**config.mk**
```make
export PLATFORM = sky130hd
export DESIGN_NAME = hazard_scoreboard
export DESIGN_NICKNAME = d
export VERILOG_FILES = /design/src/rtl/hazard_pkg.sv /design/src/rtl/sb_match.sv /design/src/rtl/hazard_scoreboard.sv
export SDC_FILE = /design/constraint.sdc
export NUM_CORES = 1
export LEC_CHECK = 0
export BUFFER_PORTS_ARGS = -buffer_cell sky130_fd_sc_hd__buf_2
export CAP_MARGIN = 10
export CORE_AREA = 2 2 67 63
export CTS_CLUSTER_DIAMETER = 50
export DETAILED_ROUTE_END_ITERATION = 8
export DIE_AREA = 0 0 69 65
export PLACE_DENSITY = 0.74
export SETUP_SLACK_MARGIN = 0.15
export SYNTH_ARGS = -nofsm -noshare
export SYNTH_HDL_FRONTEND = slang
export SYNTH_SLANG_ARGS = --single-unit
```
**constraint.sdc**
```tcl
create_clock -name clk -period 4.6 [get_ports clk]
set_clock_uncertainty 0.2 [all_clocks]
set_input_delay 0.46 -clock clk [delete_from_list [all_inputs] [get_ports clk]]
set_output_delay 0.46 -clock clk [all_outputs]
set_load 0.01 [all_outputs]
```
**src/rtl/hazard_pkg.sv**
```systemverilog
// Shared types for the hazard scoreboard: scoreboard entry layout,
// FSM state encoding and the "read from register file" forwarding select.
package hazard_pkg;

    // Widest register address a scoreboard entry can hold; narrower
    // addresses are zero-extended on the way in.
    localparam int MAX_AW = 8;

    // Forwarding select value meaning "take the operand from the register file".
    localparam int FWD_RF = 0;

    typedef enum logic [1:0] {
        ST_RUN   = 2'd0,
        ST_STALL = 2'd1,
        ST_FLUSH = 2'd2
    } hz_state_e;

    // One in-flight instruction as seen by the hazard unit.
    typedef struct packed {
        logic              v;
        logic [MAX_AW-1:0] rw;
        logic              regwr;
        logic              load;
    } sb_entry_t;

endpackage

```
**src/rtl/sb_match.sv**
```systemverilog
// Youngest-match priority encoder for one source operand over the scoreboard.
// Entry 0 is the youngest (EX); the lowest matching index wins.
module sb_match
    import hazard_pkg::*;
#(
    parameter int DEPTH = 3,
    parameter int IW    = $clog2(DEPTH)
) (
    input  sb_entry_t [DEPTH-1:0] i_entries,
    input  logic [MAX_AW-1:0]     i_addr,
    input  logic                  i_use,
    output logic                  o_hit,
    output logic [IW-1:0]         o_idx,
    output logic                  o_load
);

    // Scan oldest to youngest so the youngest matching entry overwrites the result.
    always_comb begin
        // NOTE: every output gets a default before the loop so no latch is inferred.
        o_hit  = 1'b0;
        o_idx  = '0;
        o_load = 1'b0;
        if (i_use && (i_addr != '0)) begin
            for (int i = DEPTH - 1; i >= 0; i--) begin
                if (i_entries[i].v && i_entries[i].regwr && (i_entries[i].rw == i_addr)) begin
                    o_hit  = 1'b1;
                    o_idx  = IW'(i);
                    o_load = i_entries[i].load;
                end
            end
        end
    end

endmodule

```
**src/rtl/hazard_scoreboard.sv**
```systemverilog
// Hazard unit for the 5-stage MIPS pipeline, sitting beside ID.
// Tracks DEPTH downstream stages (entry 0 = EX .. DEPTH-1 = WB) and produces
// the IF/ID stall, per-operand forwarding selects and the branch flush.
// Build option: define FWD_EN to enable forwarding; without it every hazard
// waits until the producer reaches the WB entry (register file writes in the
// first half-cycle) and the forwarding selects stay at 0.
// Parameter limits: DEPTH >= 2, 2**SW > DEPTH, 1 <= BR_PENALTY <= 7, AW <= MAX_AW.
module hazard_scoreboard
    import hazard_pkg::*;
#(
    parameter int AW         = 5,
    parameter int DEPTH      = 3,
    parameter int BR_PENALTY = 2,
    parameter int SW         = 2
) (
    input  logic          clk,
    input  logic          rst_n,
    input  logic          id_valid,
    input  logic [AW-1:0] id_rs,
    input  logic [AW-1:0] id_rt,
    input  logic          id_use_rs,
    input  logic          id_use_rt,
    input  logic [AW-1:0] id_rw,
    input  logic          id_regwr,
    input  logic          id_is_load,
    input  logic          ex_br_taken,
    output logic          if_stall,
    output logic          id_stall,
    output logic          flush,
    output logic [SW-1:0] fwd_a_sel,
    output logic [SW-1:0] fwd_b_sel,
    output logic [15:0]   stall_cnt
);

    localparam int IW   = $clog2(DEPTH);
    localparam int LAST = DEPTH - 1;

`ifdef FWD_EN
    localparam bit FWD_ON = 1'b1;
`else
    localparam bit FWD_ON = 1'b0;
`endif

    sb_entry_t [DEPTH-1:0] r_sb;
    hz_state_e             r_state;
    hz_state_e             w_state_nxt;
    logic [2:0]            r_flush_cnt;
    logic [2:0]            w_flush_cnt_nxt;
    logic [15:0]           r_stall_cnt;

    logic [MAX_AW-1:0]     w_rs;
    logic [MAX_AW-1:0]     w_rt;
    logic [MAX_AW-1:0]     w_rw;
    logic                  w_hit_a;
    logic                  w_hit_b;
    logic [IW-1:0]         w_idx_a;
    logic [IW-1:0]         w_idx_b;
    logic                  w_load_a;
    logic                  w_load_b;
    logic                  w_haz_a;
    logic                  w_haz_b;
    logic                  w_hazard;
    logic [SW-1:0]         w_sel_a;
    logic [SW-1:0]         w_sel_b;
    logic                  w_flush;
    logic                  w_stall;
    logic                  w_insert;
    sb_entry_t             w_new;

    assign w_rs = MAX_AW'(id_rs);
    assign w_rt = MAX_AW'(id_rt);
    assign w_rw = MAX_AW'(id_rw);

    sb_match #(.DEPTH(DEPTH), .IW(IW)) u_match_a (
        .i_entries (r_sb),
        .i_addr    (w_rs),
        .i_use     (id_use_rs),
        .o_hit     (w_hit_a),
        .o_idx     (w_idx_a),
        .o_load    (w_load_a)
    );

    sb_match #(.DEPTH(DEPTH), .IW(IW)) u_match_b (
        .i_entries (r_sb),
        .i_addr    (w_rt),
        .i_use     (id_use_rt),
        .o_hit     (w_hit_b),
        .o_idx     (w_idx_b),
        .o_load    (w_load_b)
    );

    // With forwarding only a load still in EX blocks; without it anything short of WB blocks.
    assign w_haz_a = w_hit_a && (FWD_ON ? ((w_idx_a == '0) && w_load_a) : (w_idx_a != IW'(LAST)));
    assign w_haz_b = w_hit_b && (FWD_ON ? ((w_idx_b == '0) && w_load_b) : (w_idx_b != IW'(LAST)));
    assign w_hazard = w_haz_a || w_haz_b;

    assign w_sel_a = (FWD_ON && w_hit_a && !w_haz_a) ? (SW'(w_idx_a) + SW'(1)) : SW'(FWD_RF);
    assign w_sel_b = (FWD_ON && w_hit_b && !w_haz_b) ? (SW'(w_idx_b) + SW'(1)) : SW'(FWD_RF);

    // Next-state and stall/flush decode: a taken branch or an active flush masks hazards.
    always_comb begin
        w_state_nxt     = ST_RUN;
        w_flush_cnt_nxt = r_flush_cnt;
        w_flush         = 1'b0;
        w_stall         = 1'b0;
        if (ex_br_taken) begin
            // The branch cycle itself is the first flush cycle.
            w_flush         = 1'b1;
            w_flush_cnt_nxt = 3'(BR_PENALTY - 1);
            w_state_nxt     = (BR_PENALTY > 1) ? ST_FLUSH : ST_RUN;
        end else begin
            case (r_state)
                ST_FLUSH: begin
                    w_flush         = 1'b1;
                    w_flush_cnt_nxt = r_flush_cnt - 3'd1;
                    w_state_nxt     = (r_flush_cnt <= 3'd1) ? ST_RUN : ST_FLUSH;
                end
                default: begin
                    w_stall     = w_hazard;
                    w_state_nxt = w_hazard ? ST_STALL : ST_RUN;
                end
            endcase
        end
    end

    assign w_insert = id_valid && !w_stall && !w_flush;

    // Build the entry that enters EX next cycle (a bubble unless ID really issues).
    always_comb begin
        w_new = '0;
        if (w_insert) begin
            w_new.v     = 1'b1;
            w_new.rw    = w_rw;
            w_new.regwr = id_regwr;
            w_new.load  = id_is_load;
        end
    end

    // Shift the scoreboard one stage per cycle.
    always_ff @(posedge clk) begin
        // NOTE: the scoreboard is a small set of flops, so it is cleared in reset;
        // a stale valid bit would otherwise stall or forward from a phantom producer.
        if (!rst_n) begin
            r_sb <= '0;
        end else begin
            r_sb <= {r_sb[DEPTH-2:0], w_new};
        end
    end

    // FSM state and flush down-counter.
    always_ff @(posedge clk) begin
        // NOTE: sequential state uses non-blocking assignments so every flop samples pre-edge values.
        if (!rst_n) begin
            r_state     <= ST_RUN;
            r_flush_cnt <= 3'd0;
        end else begin
            r_state     <= w_state_nxt;
            r_flush_cnt <= w_flush_cnt_nxt;
        end
    end

    // Saturating count of stall cycles.
    always_ff @(posedge clk) begin
        if (!rst_n) begin
            r_stall_cnt <= 16'd0;
        end else if (id_stall && (r_stall_cnt != 16'hFFFF)) begin
            r_stall_cnt <= r_stall_cnt + 16'd1;
        end
    end

    // Reset has top priority, so stall and flush are masked while it is held.
    assign flush     = rst_n && w_flush;
    assign if_stall  = rst_n && w_stall;
    assign id_stall  = rst_n && w_stall;
    assign fwd_a_sel = w_sel_a;
    assign fwd_b_sel = w_sel_b;
    assign stall_cnt = r_stall_cnt;

endmodule

```
### Word-level counts from Yosys, hierarchy flattened

Cells that the tools add are included.

* bits in registers: 51
* input bits: 23
* output and inout bits: 23
* word-level logic and storage cells: 82

* add/subtract/negate cells: 2
* magnitude comparators: 1
* equal/unequal tests: 10
* muxes and demuxes: 27
* bitwise logic cells: 1
* reductions and logical operators: 26

Operator list (count)
* $eq A8 B5 Y1: 6
* $mux W2: 11
* $logic_and A1 B1 Y1: 18
* $add A16 B1 Y16 const B: 1
* $ne A16 B16 Y1 const B: 1
* $reduce_bool A8 Y1: 2
* $mux W1: 15
* $mux W11: 1
* $ne A2 B2 Y1 const B: 2
* $le A3 B1 Y1 const B: 1
* $sub A3 B1 Y3 const B: 1
* $eq A2 B2 Y1 const B: 1
* $logic_not A1 Y1: 2
* $reduce_and A2 Y1: 1
* $reduce_bool A2 Y1: 1
* $reduce_or A2 Y1: 1
* $logic_or A1 B1 Y1: 1
* $not A1 Y1: 1

### Depth between registers and ports, before layout

* depth in word-level cells: 15
* gate-level depth with buffers: 9

### By module

A second synthesis with hierarchy kept.

* cells, all modules: 273
* area, all modules: 2580.0 um2

By module, submodules not included
* hazard_scoreboard: instances 1, cells an instance 175, area an instance 1774.2 um2, sequential area each 900.9 um2
* sb_match: instances 2, cells an instance 49, area an instance 402.9 um2, sequential area each 0.0 um2

### Worst setup path after synthesis

OpenSTA, ideal clock, no wires.

* path type: input port to output port
* from: input port id_rt[3]
* to: output port if_stall
* arrival time: 1.880 ns
* required time: 3.940 ns
* setup slack: 2.060 ns
* stages on the path: 8
* cell sequence: xor2_1 nor4_2 a22oi_1 o22a_4 buf_6 buf_6 nor2_1 buf_4

* word-level cells in the longest chain between the ends: 12
* elaborated cells between the ends (all ways): 22

Ends and longest elaborated chain
* start: declaration: line hazard_scoreboard.sv:20 `input logic [AW-1:0] id_rt,`
* $eq A8 B5 Y1: line sb_match.sv:25 `if (i_entries[i].v && i_entries[i].regwr && (i_entries[i].rw == i_addr)) begin`
* $logic_and A1 B1 Y1: line sb_match.sv:25
* $mux W2 (3 in series): line sb_match.sv:25
* $mux W2: line sb_match.sv:23 `if (i_use && (i_addr != '0)) begin`
* $ne A2 B2 Y1: line hazard_scoreboard.sv:94 `assign w_haz_b = w_hit_b && (FWD_ON ? ((w_idx_b == '0) && w_load_b) : (w_idx_b != IW'(LAST)));`
* $logic_and A1 B1 Y1 *: line hazard_scoreboard.sv:94
* $logic_or A1 B1 Y1 *: line hazard_scoreboard.sv:95 `assign w_hazard = w_haz_a || w_haz_b;`
* $mux W1 *: line hazard_scoreboard.sv:112 `case (r_state)`
* $mux W1 *: line hazard_scoreboard.sv:106 `if (ex_br_taken) begin`
* $logic_and A1 B1 Y1 *
* end: declaration: line hazard_scoreboard.sv:27 `output logic if_stall,`

Mark *: on every way between the ends. The rest lies on a longest branch, timed or not.

### Worst setup path after layout

* from: register r_stall_cnt[0] (netlist: stall_cnt[0])
* to: register r_stall_cnt[13] (netlist: stall_cnt[13])

* word-level cells in the longest chain between the ends: 2
* elaborated cells between the ends (all ways): 3

Ends and longest elaborated chain
* start: declaration: line hazard_scoreboard.sv:49 `logic [15:0] r_stall_cnt;`
* start signal: assignment: line hazard_scoreboard.sv:167 `r_stall_cnt <= r_stall_cnt + 16'd1;`
* parallel branches: the longest is 2 deep, another holds $add A16 B1 Y16

Parallel ways; which one is timed is not known.
A chain may end at the register's enable or synchronous reset.

==> metrics.md <==
| Metric | Value |
|---|---|
| Register share of total power | `0.530` |
| Seq/Total Area, Yosys | `0.385` |
| Final-report hold violation count | `0` |
| Post_cts resized | `0` |
| Layout Area Growth over Synthesis | `14.6%` |
| CTS tree | `yes` |
| Cts bufs inserted | `5` |
| Fraction of registers with async set/reset | `0` |
| Core footprint | `approximately 3900 um2` |
| Worst Min Path Start | `id_rw[2]` |
| Routing usage on met2 | `0.287` |
| Clock network fraction of design power | `0.386` |
| Setup TNS | `0 ps` |
| Power density cells | `282 nW/um2` |
| 1st-pass router iterations | `4` |
| Synth unique cells | `42` |
| IO Count | `46` |
| NetSw | `0.000151 W` |
| GRT met3 Usage | `0.0544` |
| Worst path cell trace | `ha_1 -> and3_1 -> and3_1 -> nand2b_1 -> o311ai_0 -> o41ai_1` |
| N_diodes | `0` |
| R2R cell count | `6` |
| Die Wd | `69 um` |
| Routed WL | `~3800 um` |
| Die ar. | `between 4000 and 5000 um2` |
| Pleak | `between 0.8 and 0.9 nW` |
| Number of vias per cell | `~5.4` |
| VDD IR max | `189 uV` |
| Routed wire per std cell | `13.1 um` |
| FMAX | `0.377 GHz` |
| FILL cells | `382` |
| Worst R2R Setup Slack | `1950 ps` |
| Outcome | `completed` |
| DR vias | `1,580` |
| Mean Syn Cell Area | `8.84 um2` |
| Hold WC Path Type | `in -> reg` |
| Data required, critical path | `about 4600 ps` |
| DRC viols | `0` |
| Part of the power in combinational logic | `0.084` |
| Number of global-route vias before repair | `roughly 1,400` |
| IO Port Bufs | `40` |
| Met1 Resource Use GR | `0.226` |
| Post-DP HPWL | `2790 um` |
| Clock Sinks | `35` |
| Startpoint types | `flip-flop` |
| Setup Crit Path Kind | `reg -> reg` |
| Longest Clk Path Bufs | `2` |
| Initial Util | `0.472` |
| Worst-path fanout max | `23` |
| CTS root buf | `clkbuf_8` |
| Critical Path AT | `around 2600 ps` |
| H-tree Lvls | `2` |
| Endpoints failing setup | `0` |
| Post-synthesis instance total | `206` |
| Worst stage delay on the critical path | `~580 ps` |
| Largest net degree at the start of global routing | `28` |
| Ys Warns | `0` |
| First-pass GRT wire length | `6310 um` |
| Nets | `267` |
| Most frequent CP cell | `and3_1` |
| Sw frac | `0.258` |
| Critical Path Source | `stall_cnt[0]` |
| Cells on Worst Hold Path | `2` |
| Period minus WS final | `2650 ps` |
| DR iter-0 viols | `139` |
| Pins Over Slew Limit | `0` |
| Die H | `65 um` |
| Initial antenna violation count | `0` |
| Reg-to-reg startpoint | `stall_cnt[0]` |
| Layout cell share with drive strength beyond 1 | `0.219` |
| Hold buffer count at cts | `0` |
| Latest clock arrival within the worst-skew pair | `280 ps` |
| Hold path endpoint | `r_sb[4]` |
| Global route overflow | `0` |
| Post-CTS Setup Inserts | `0` |
| Cell internal pwr | `roughly 0.00044 W` |
| Post-synth EDFFs | `0` |
| Netlist Area Pre-Place | `1820 um2` |
| Most used DFF post-synth | `dfxtp_1` |
| Synthesis-stage register bit count | `35` |
| Gr usage total | `0.177` |
| Row count | `22` |
| Final period util | `0.576` |
| Worst hold slack | `171 ps` |
| Reg clk slew, reported paths | `80 ps` |
| Unrepaired setup endpoints after global routing | `no` |
| Worst Tran Pin Value | `763 ps` |
| GRT busiest layer | `met2` |
| Placer Congestion | `0.845` |
| Max Cap Viol | `0` |
| Slew headroom | `0.491` |
| CP Capture Type | `flip-flop` |
| Reg2reg end | `stall_cnt[13]` |
| Final ANT Viol Nets | `0` |
| Slowest stage cell, crit path | `o311ai_0` |
## kinds of logic (layout without fill, tap and decap cells)
logic type      after synthesis  after routing  synth area share
flops                        35             35             0.385
simple gates                 82             82             0.256
mux                           1              1           0.00550
buf+inv                      22             55            0.0687
fa+ha+maj                     3              3            0.0206
compound gates               40             40             0.157
xor+xnor                     22             22             0.106
other cells                   1              4           0.00206
## per-layer routing
layer	part of all wire	wire, um	up-vias
met5	0	0	-
met2	0.47	1780	48
met3	0.059	223	2
met1	0.47	1770	726
li1	-	-	804
met4	0.0076	29	0
## cell usage in the layout, fill, tap and decap left out, drive strengths merged, types with 4 or more instances in the layout
cell    synthesis  layout
conb            1       4
nand2           9       9
nand3           9       9
a21oi          12      12
and3            5       5
clkbuf          4       5
o21ai           4       4
o31ai           7       7
nor2           16      16
or4             9       9
and2           14      14
xor2           21      21
buf            11      40
dfxtp          35      35
inv             7       8
nor4            8       8
## stage by stage
stage | power (W) | util | setup slack (ps) | instances | area, um2
floorplan | 0.000353 | - | 2060 | 209 | 1830
global placement | 0.000367 | 0.517 | 1910 | 282 | 1990
detailed placement | 0.000368 | 0.517 | 1870 | 282 | 1990
CTS | 0.000592 | 0.541 | 1970 | 290 | 2090
global route | 0.000617 | 0.541 | 1810 | 290 | 2090
finish | 0.000587 | 0.541 | 1950 | 290 | 2090
## flip-flops by register name (all words and copies together) (netlist names)
name / cells
stall_cnt: 16
r_sb: 14
r_flush_cnt: 3
r_state: 2
## worst max-delay path, delay by kind of cell, from the launching register on
kind            cells  cell delay (ps)
flops               1              350
fa+ha+maj           1              230
simple gates        3             1010
compound gates      2              720
## worst max path at each step
| stage | endpoint | slack, ps | cells after the start |
|---|---|---|---|
| 6_report | stall_cnt[13] | 1950 | 6 |
| 5_1_grt | stall_cnt[13] | 1810 | 6 |
| 4_1_cts | if_stall | 1970 | 6 |
| 3_5_place_dp | stall_cnt[3] | 1870 | 7 |
| 3_3_place_gp | stall_cnt[7] | 1910 | 7 |
| 2_1_floorplan | if_stall | 2060 | 8 |
## area by class of cell
type,count,area (um2),area share
multi-input cells,152,1010,0.482
flip-flops and latches,35,701,0.336
repair buffers,40,200,0.0960
clock buffers,5,68.8,0.0330
well taps,48,60.1,0.0288
inverters,7,26.3,0.0126
clock inverters,3,23.8,0.0114
## cell usage after synthesis, drive strengths merged (2+ instances only)
library cell,n,share of area
dfxtp,35,0.38
xor2,21,0.10
nor2,16,0.033
and2,14,0.048
a21oi,12,0.033
buf,11,0.046
nand2,9,0.019
nand3,9,0.025
or4,9,0.037
nor4,8,0.034
inv,7,0.014
o31ai,7,0.029
and3,5,0.018
clkbuf,4,0.0082
o21ai,4,0.011
ha,3,0.021
nand2b,3,0.010
nand4,3,0.010
nor3,3,0.011
o31a,3,0.014
a22oi,2,0.0082
a41o,2,0.011
o2111ai,2,0.0096
o21a,2,0.0082
## power by group through the flow
stage	clock (W)	combinational (W)	sequential, W
detailed placement	0	0.0000500	0.000318
CTS	0.000231	0.0000500	0.000311
finish	0.000227	0.0000495	0.000311
global placement	0	0.0000488	0.000318
floorplan	0	0.0000355	0.000317
global route	0.000250	0.0000558	0.000312
(Power assumes the default switching activity.)
